===== src/rtl/ex_mem_pipe.sv =====
// rtl/ex_mem_pipe.sv - EX->MEM pipeline register with valid/ready handshake, flush and forwarding tap
// Optional two-entry skid buffer with registered in_ready: define EX_MEM_SKID_EN.
module ex_mem_pipe #(
    parameter int DATA_W  = 32,
    parameter int RADDR_W = 5
) (
    input  logic               clk,
    input  logic               rst_n,
    input  logic               flush,
    input  logic               in_valid,
    output logic               in_ready,
    input  logic               in_mem_write,
    input  logic               in_mem_read,
    input  logic               in_mem_to_reg,
    input  logic               in_reg_write,
    input  logic [DATA_W-1:0]  in_alu_result,
    input  logic [DATA_W-1:0]  in_write_data,
    input  logic [RADDR_W-1:0] in_rd,
    output logic               out_valid,
    input  logic               out_ready,
    output logic               out_mem_write,
    output logic               out_mem_read,
    output logic               out_mem_to_reg,
    output logic               out_reg_write,
    output logic [DATA_W-1:0]  out_alu_result,
    output logic [DATA_W-1:0]  out_write_data,
    output logic [RADDR_W-1:0] out_rd,
    output logic               fwd_en,
    output logic [RADDR_W-1:0] fwd_rd,
    output logic [DATA_W-1:0]  fwd_data
);
    localparam int ENTRY_W = 4 + 2 * DATA_W + RADDR_W;

    typedef enum logic [1:0] {EMPTY, ONE, TWO} stateT;

    stateT              state, stateNext;
    logic [ENTRY_W-1:0] mainEntry, skidEntry, inEntry;
    logic               xferIn, xferOut;
    logic               loadMain, loadSkid, skidToMain;
    logic               inRegWrite;
    logic               mainMemWrite, mainMemRead, mainMemToReg, mainRegWrite;

    // Writes to x0 are dropped here so MEM/WB and the forwarding tap never see them.
    assign inRegWrite = in_reg_write && (in_rd != '0);
    assign inEntry    = {in_mem_write, in_mem_read, in_mem_to_reg, inRegWrite,
                         in_alu_result, in_write_data, in_rd};

    assign out_valid = (state != EMPTY);
    assign xferIn    = in_valid && in_ready;
    assign xferOut   = out_valid && out_ready;

`ifdef EX_MEM_SKID_EN
    logic inReadyQ;

    always_ff @(posedge clk) begin
        if (!rst_n) begin
            inReadyQ <= 1'b1;
        end else begin
            inReadyQ <= (stateNext != TWO);
        end
    end

    assign in_ready = inReadyQ;
`else
    assign in_ready = (state == EMPTY) || out_ready;
`endif

    always_ff @(posedge clk) begin
        if (!rst_n) begin
            state <= EMPTY;
        end else begin
            state <= stateNext;
        end
    end

    always_comb begin
        stateNext  = state;
        loadMain   = 1'b0;
        loadSkid   = 1'b0;
        skidToMain = 1'b0;
        case (state)
            EMPTY: begin
                if (xferIn) begin
                    stateNext = ONE;
                    loadMain  = 1'b1;
                end
            end
            ONE: begin
                if (xferIn && xferOut) begin
                    loadMain = 1'b1;
                end else if (xferIn) begin
                    stateNext = TWO;
                    loadSkid  = 1'b1;
                end else if (xferOut) begin
                    stateNext = EMPTY;
                end
            end
            TWO: begin
                if (xferOut) begin
                    stateNext  = ONE;
                    skidToMain = 1'b1;
                end
            end
            default: stateNext = EMPTY;
        endcase
        // Flush wins over any capture: data registers keep their old contents.
        if (flush) begin
            stateNext  = EMPTY;
            loadMain   = 1'b0;
            loadSkid   = 1'b0;
            skidToMain = 1'b0;
        end
    end

    always_ff @(posedge clk) begin
        if (!rst_n) begin
            mainEntry <= '0;
            skidEntry <= '0;
        end else begin
            if (skidToMain) begin
                mainEntry <= skidEntry;
            end else if (loadMain) begin
                mainEntry <= inEntry;
            end
            if (loadSkid) begin
                skidEntry <= inEntry;
            end
        end
    end

    assign {mainMemWrite, mainMemRead, mainMemToReg, mainRegWrite,
            out_alu_result, out_write_data, out_rd} = mainEntry;

    assign out_mem_write  = out_valid && mainMemWrite;
    assign out_mem_read   = out_valid && mainMemRead;
    assign out_mem_to_reg = out_valid && mainMemToReg;
    assign out_reg_write  = out_valid && mainRegWrite;

    // Loads are excluded: their value only exists after the memory access.
    assign fwd_en   = out_reg_write && !out_mem_to_reg;
    assign fwd_rd   = out_rd;
    assign fwd_data = out_alu_result;
endmodule


===== config.mk =====
export PLATFORM = sky130hd
export DESIGN_NAME = ex_mem_pipe
export DESIGN_NICKNAME = d
export VERILOG_FILES = /design/src/rtl/ex_mem_pipe.sv
export SDC_FILE = /design/constraint.sdc
export NUM_CORES = 1
export LEC_CHECK = 0
export ABC_AREA = 1
export CAP_MARGIN = 0
export CORE_ASPECT_RATIO = 1.4
export CORE_MARGIN = 4
export CORE_UTILIZATION = 34
export DETAILED_ROUTE_END_ITERATION = 8
export SYNTH_ARGS = -nofsm -noshare
export SYNTH_HDL_FRONTEND = slang
export SYNTH_SLANG_ARGS = --single-unit
export TNS_END_PERCENT = 30

===== constraint.sdc =====
create_clock -name clk -period 2.4 [get_ports clk]
set_input_delay 0.48 -clock clk [delete_from_list [all_inputs] [get_ports clk]]
set_output_delay 0.48 -clock clk [all_outputs]
set_load 0.005 [all_outputs]

Yosys cells after proc, flatten, opt, wreduce, memory -nomap -nowiden --
Index checks and enable logic that the tools add are counted.
Operators by class: muxes and demuxes 18, eq/ne operators 6, reductions and logical operators 17, shift-type cells 0, divide/modulo/power cells 0, multiply operators 0, $add $sub $neg 0, bitwise operators 1, magnitude comparators 0
Operators with widths (count):
- $mux 73 | 2
- $mux 2 | 5
- $logic_and 1x1->1 | 9
- $mux 1 | 9
- $ne 2x2->1 const B | 3
- $pmux 2 s3 | 1
- $reduce_bool 5->1 | 1
- $reduce_and 4->1 | 1
- $reduce_bool 2->1 | 2
- $ne 3x3->1 const B | 1
- $eq 2x1->1 const B | 1
- $eq 2x2->1 const B | 1
- $logic_not 2->1 | 1
- $pmux 1 s2 | 1
- $reduce_or 2->1 | 1
- $logic_not 1->1 | 1
- $logic_or 1x1->1 | 1
- $not 1->1 | 1
Word-level totals: latch bits 0, word-level logic and storage cells 45, memories kept 0, bits in read-only memories 0, input port bits 78, register bits 148, memory bits (writable) 0

Logic depth before layout (Yosys ltp) --
word-level depth 9, gate-level depth with buffers 10, depth with buffers taken out 9

Worst setup path before layout --
Ideal clock, no wire load.
path type input port to flip-flop, from in out_ready, to reg mainEntry[0], required time 2.287 ns, stages on the path 9, slack 1.032 ns, arrival time 1.255 ns, path through inv_1 -> nor2_1 -> nand2_2 -> buf_4 -> buf_2 -> nand2_1 -> nand2_1 -> nor2_1 -> nor2_1
On the way: word-level cells in the longest chain between the ends 7, elaborated cells on any way between the ends 13, those cells by class mux (8); reduce/logical (5)
Ends and longest elaborated chain:
- from (decl) | RTL line 20 | input logic out_ready,
- $logic_or 1x1->1 | RTL line 65 | assign in_ready = (state == EMPTY) || out_ready;
- $logic_and 1x1->1 | RTL line 49 | assign xferIn = in_valid && in_ready;
- $logic_and 1x1->1 | RTL line 89 | if (xferIn && xferOut) begin
- $mux 1 | RTL line 89
- $pmux 1 s2 | RTL line 81 | case (state)
- $mux 1 | RTL line 107 | if (flush) begin
- $reduce_bool 2->1 (no line)
- to (signal assigned) | RTL line 121 | mainEntry <= skidEntry;
- to (signal assigned) | RTL line 123 | mainEntry <= inEntry;
- to (decl) | RTL line 37 | logic [ENTRY_W-1:0] mainEntry, skidEntry, inEntry;
Parallel ways exist; a longest one is shown, timed or not. A chain may end at the register's enable or synchronous reset.

Worst setup path after layout --
from reg state[0], to out fwd_en
On the way: word-level cells in the longest chain between the ends 4, elaborated cells on any way between the ends 5, those cells by class reduce/logical (5)
Ends and longest elaborated chain:
- from (decl) | RTL line 36 | stateT state, stateNext;
- from (signal assigned) | RTL line 72 | state <= stateNext;
- $reduce_bool 2->1 (*) | RTL line 48 | assign out_valid = (state != EMPTY);
- $logic_and 1x1->1 | RTL line 136 | assign out_mem_to_reg = out_valid && mainMemToReg;
- $logic_not 1->1 | RTL line 140 | assign fwd_en = out_reg_write && !out_mem_to_reg;
- $logic_and 1x1->1 (*) | RTL line 140
- to (decl) | RTL line 28 | output logic fwd_en,
Every way passes the cells marked *; elsewhere a longest branch is shown, timed or not.

==> impl_metrics.yaml <==
worst_setup_path:
  rr_worst_depth: 9
  critPathMaxFanout: 7
  r2r_slack_ns: 0.69
  worstPathCellList: "nor2_4 > nor3_1 > clkdlybuf4s50_1"
  cp-end-kind: "output pin"
  cpLargestDelayFamily: "buffers and inverters"
  worstPathRequired_ns: 1.92
  cp-start-kind: "register"
  worst-path-buf-inv: 1
  critPathSlowestCell: "clkdlybuf4s50_1"
  endpoint: "fwd_en"
  r2r_end: "mainEntry[53]"
  reg2reg_from: "state[0]"
  arrival_ns: 1.83
  crit_path_start: "state[0]"
  path_depth: 3
  critPathMaxStageDelay_ns: 0.56
  critical_path_class: "reg -> out"
global_route:
  track_usage_pct: 14.7
  antenna_found_initial: 1
  grt_max_degree: 85
  grt_pass1_vias: 5483
  grt-ovfl-total: 0
  grt_pass1_wl_um: 27600
yosys:
  syn_area_um2: 7130
  avgSynthCellArea_um2: 7.04
  ys_top_cells_by_count: "296 x nand2_1, 152 x nor2_1, 148 x dfxtp_1"
  synth_edf_count: 0
  syn_inst: 1013
  synth.top_cells.by_area: "dfxtp_1 42%, nand2_1 16%, buf_4 12%"
  ys_ff_latch: 148
  ys_types: 19
  yosysTopAreaCellShare_pct: 41.5
  synth_seq_area_share_pct: 41.5
  yosysMostFrequentCell: "nand2_1"
  synth_nets: 1091
  ys.flop_type: "dfxtp_1"
  yosysTopAreaCell: "dfxtp_1"
  yosys_warnings: 0
  ys_async_sr_fraction_pct: 0
power:
  power_frac_comb_pct: 12.6
  p_leak_nw: 4.59
  p_sw_share_pct: 22.5
  p_clk_share_pct: 46.1
  sequentialPowerShare_pct: 41.3
  power.density_nw_per_um2: 701
  internal_power_mw: 4.89
  power.switching_mw: 1.42
  peakVddDrop_mv: 0.411
detailed_routing:
  firstDrtPassIters: 4
  antenna_left: 0
  drt_iter0_drc: 304
  viasPerCell: 4.39
  detail_route.wirelength_um: 17000
  wire_per_inst_um: 12.8
  vias: 5852
  drc: 0
floorplanning:
  die_h_um: 179
  core_area_um2: 20600
  fp.dieW_um: 130
  ios: 191
  die_area_um2: 23400
  fp-row-count: 62
  initial_utilization_pct: 34.7
final_layout:
  drive_gt1_share_pct: 4.55
  fill_cells: 2096
  syn_to_final_growth_pct: 26.3
  utilization_pct: 43.8
  nets: 1142
min_path:
  hp-class: "in -> reg"
sta:
  fmax_mhz: 433
  finalHoldViolations: 0
  whs_ns: 0.358
  clock_skew_ns: 0.0117
  worst_pin_slew_ns: 0.512
  period_minus_slack_ns: 2.31
  max-slew-margin-rel_pct: 65.9
  rsz0062_at_grt: "false"
  tns_ns: 0
  finalCritPeriodShare_pct: 96.3
  setup_violations: 0
  drv_slew: 0
clock_network:
  cts_tree: "done"
  post_cts_buffers: 0
  cts.reportedPaths.clkPinSlew_ns: 0.06
  cts.sink_count: 148
  ctsLongestPathBuffers: 2
  ctsResizeCount: 0
  cts-buffers-inserted: 17
  postCtsHoldBufs: 0
  root_buffer: "clkbuf_16"
  clkLatencyLatePin_ns: 0.41
  cts_max_level: 4
status:
  status: "completed"
flow_run:
  drv_cap: 0
placement:
  dp_hpwl_um: 10700
  gp_congestion: 0.765
  io_buffers: 190
## cells in the final DEF (no fill, tap or decap), types with 3 or more instances in the layout
cell,Yosys,routed
clkdlybuf4s50_1,0,189
nand2_2,4,3
inv_1,86,86
buf_12,0,6
bufinv_16,0,5
nand2_1,296,296
nand3_1,79,79
buf_4,115,6
dfxtp_1,148,148
nand3b_1,69,69
nor2_1,152,151
nor2_4,1,3
clkbuf_16,0,17
inv_6,0,3
## worst min-delay path by stage
| stage | from | to | slack (ns) | cells past startpoint |
|---|---|---|---|---|
| final | rst_n | mainEntry[28] | 0.36 | 3 |
| after CTS | rst_n | mainEntry[28] | 0.34 | 3 |
| after floorplan | skidEntry[0] | skidEntry[0] | 0.41 | 2 |
| after global placement | skidEntry[67] | skidEntry[67] | 0.41 | 2 |
| after detailed placement | skidEntry[2] | skidEntry[2] | 0.42 | 2 |
| after global routing | rst_n | mainEntry[28] | 0.34 | 3 |
## flip-flops by register name (all words and copies together), names as in the netlist
name / flops
state: 2
mainEntry: 73
skidEntry: 73
## metal layers
| metal | up-vias | track usage, % | share of wire, % | routed length (µm) |
|---|---|---|---|---|
| met5 | - | 0 | 0 | 0 |
| met4 | 0 | 4.93 | 1.2 | 200 |
| met3 | 11 | 3.35 | 4.2 | 723 |
| met2 | 125 | 25.4 | 52 | 8860 |
| met1 | 2648 | 18.0 | 43 | 7260 |
| li1 | 3068 | - | - | - |
## layout make-up
type / count / area [µm²] / share of cell area, %
antenna: 1 / 2.50 / 0.0278
clock buffer: 20 / 447 / 4.96
clock inverter: 11 / 198 / 2.19
inverter: 88 / 332 / 3.68
multi-input combinational: 608 / 2690 / 29.9
sequential: 148 / 2960 / 32.9
tap: 256 / 320 / 3.56
timing repair buffer: 201 / 2060 / 22.8
## kinds of logic (layout without fill, tap and decap cells)
| logic type | count (synthesis) | count (layout) | share of synthesized area [%] |
|---|---|---|---|
| simple gates | 604 | 604 | 37.1 |
| compound gates | 4 | 4 | 0.351 |
| flops | 148 | 148 | 41.5 |
| other cells | 0 | 1 | 0 |
| buf+inv | 257 | 320 | 21.0 |
## tightest hold or removal path, cell delays in order
cell and delay [ns]:
buf_4 0.15, nand2_1 0.07, nor2_1 0.03
## power groups by stage
stage | Combinational (mW) | Sequential, mW | Clock, mW
2_1_floorplan | 0.528 | 2.64 | 0
3_3_place_gp | 0.804 | 2.66 | 0
3_5_place_dp | 0.806 | 2.66 | 0
4_1_cts | 0.812 | 2.61 | 3.00
5_1_grt | 0.887 | 2.62 | 3.10
6_report | 0.797 | 2.60 | 2.91
## through the flow
| stage | setup WS [ns] | power [mW] | instance area, µm² | std cells |
|---|---|---|---|---|
| after floorplan | 1.03 | 3.17 | 7130 | 1013 |
| after global routing | 0.0333 | 6.60 | 9010 | 1333 |
| after global placement | 0.255 | 3.46 | 8360 | 1301 |
| after detailed placement | 0.255 | 3.47 | 8360 | 1301 |
| final | 0.0892 | 6.31 | 9010 | 1333 |
| after CTS | 0.0763 | 6.42 | 9010 | 1332 |
No activity file was read; power rests on OpenSTA's default activity.
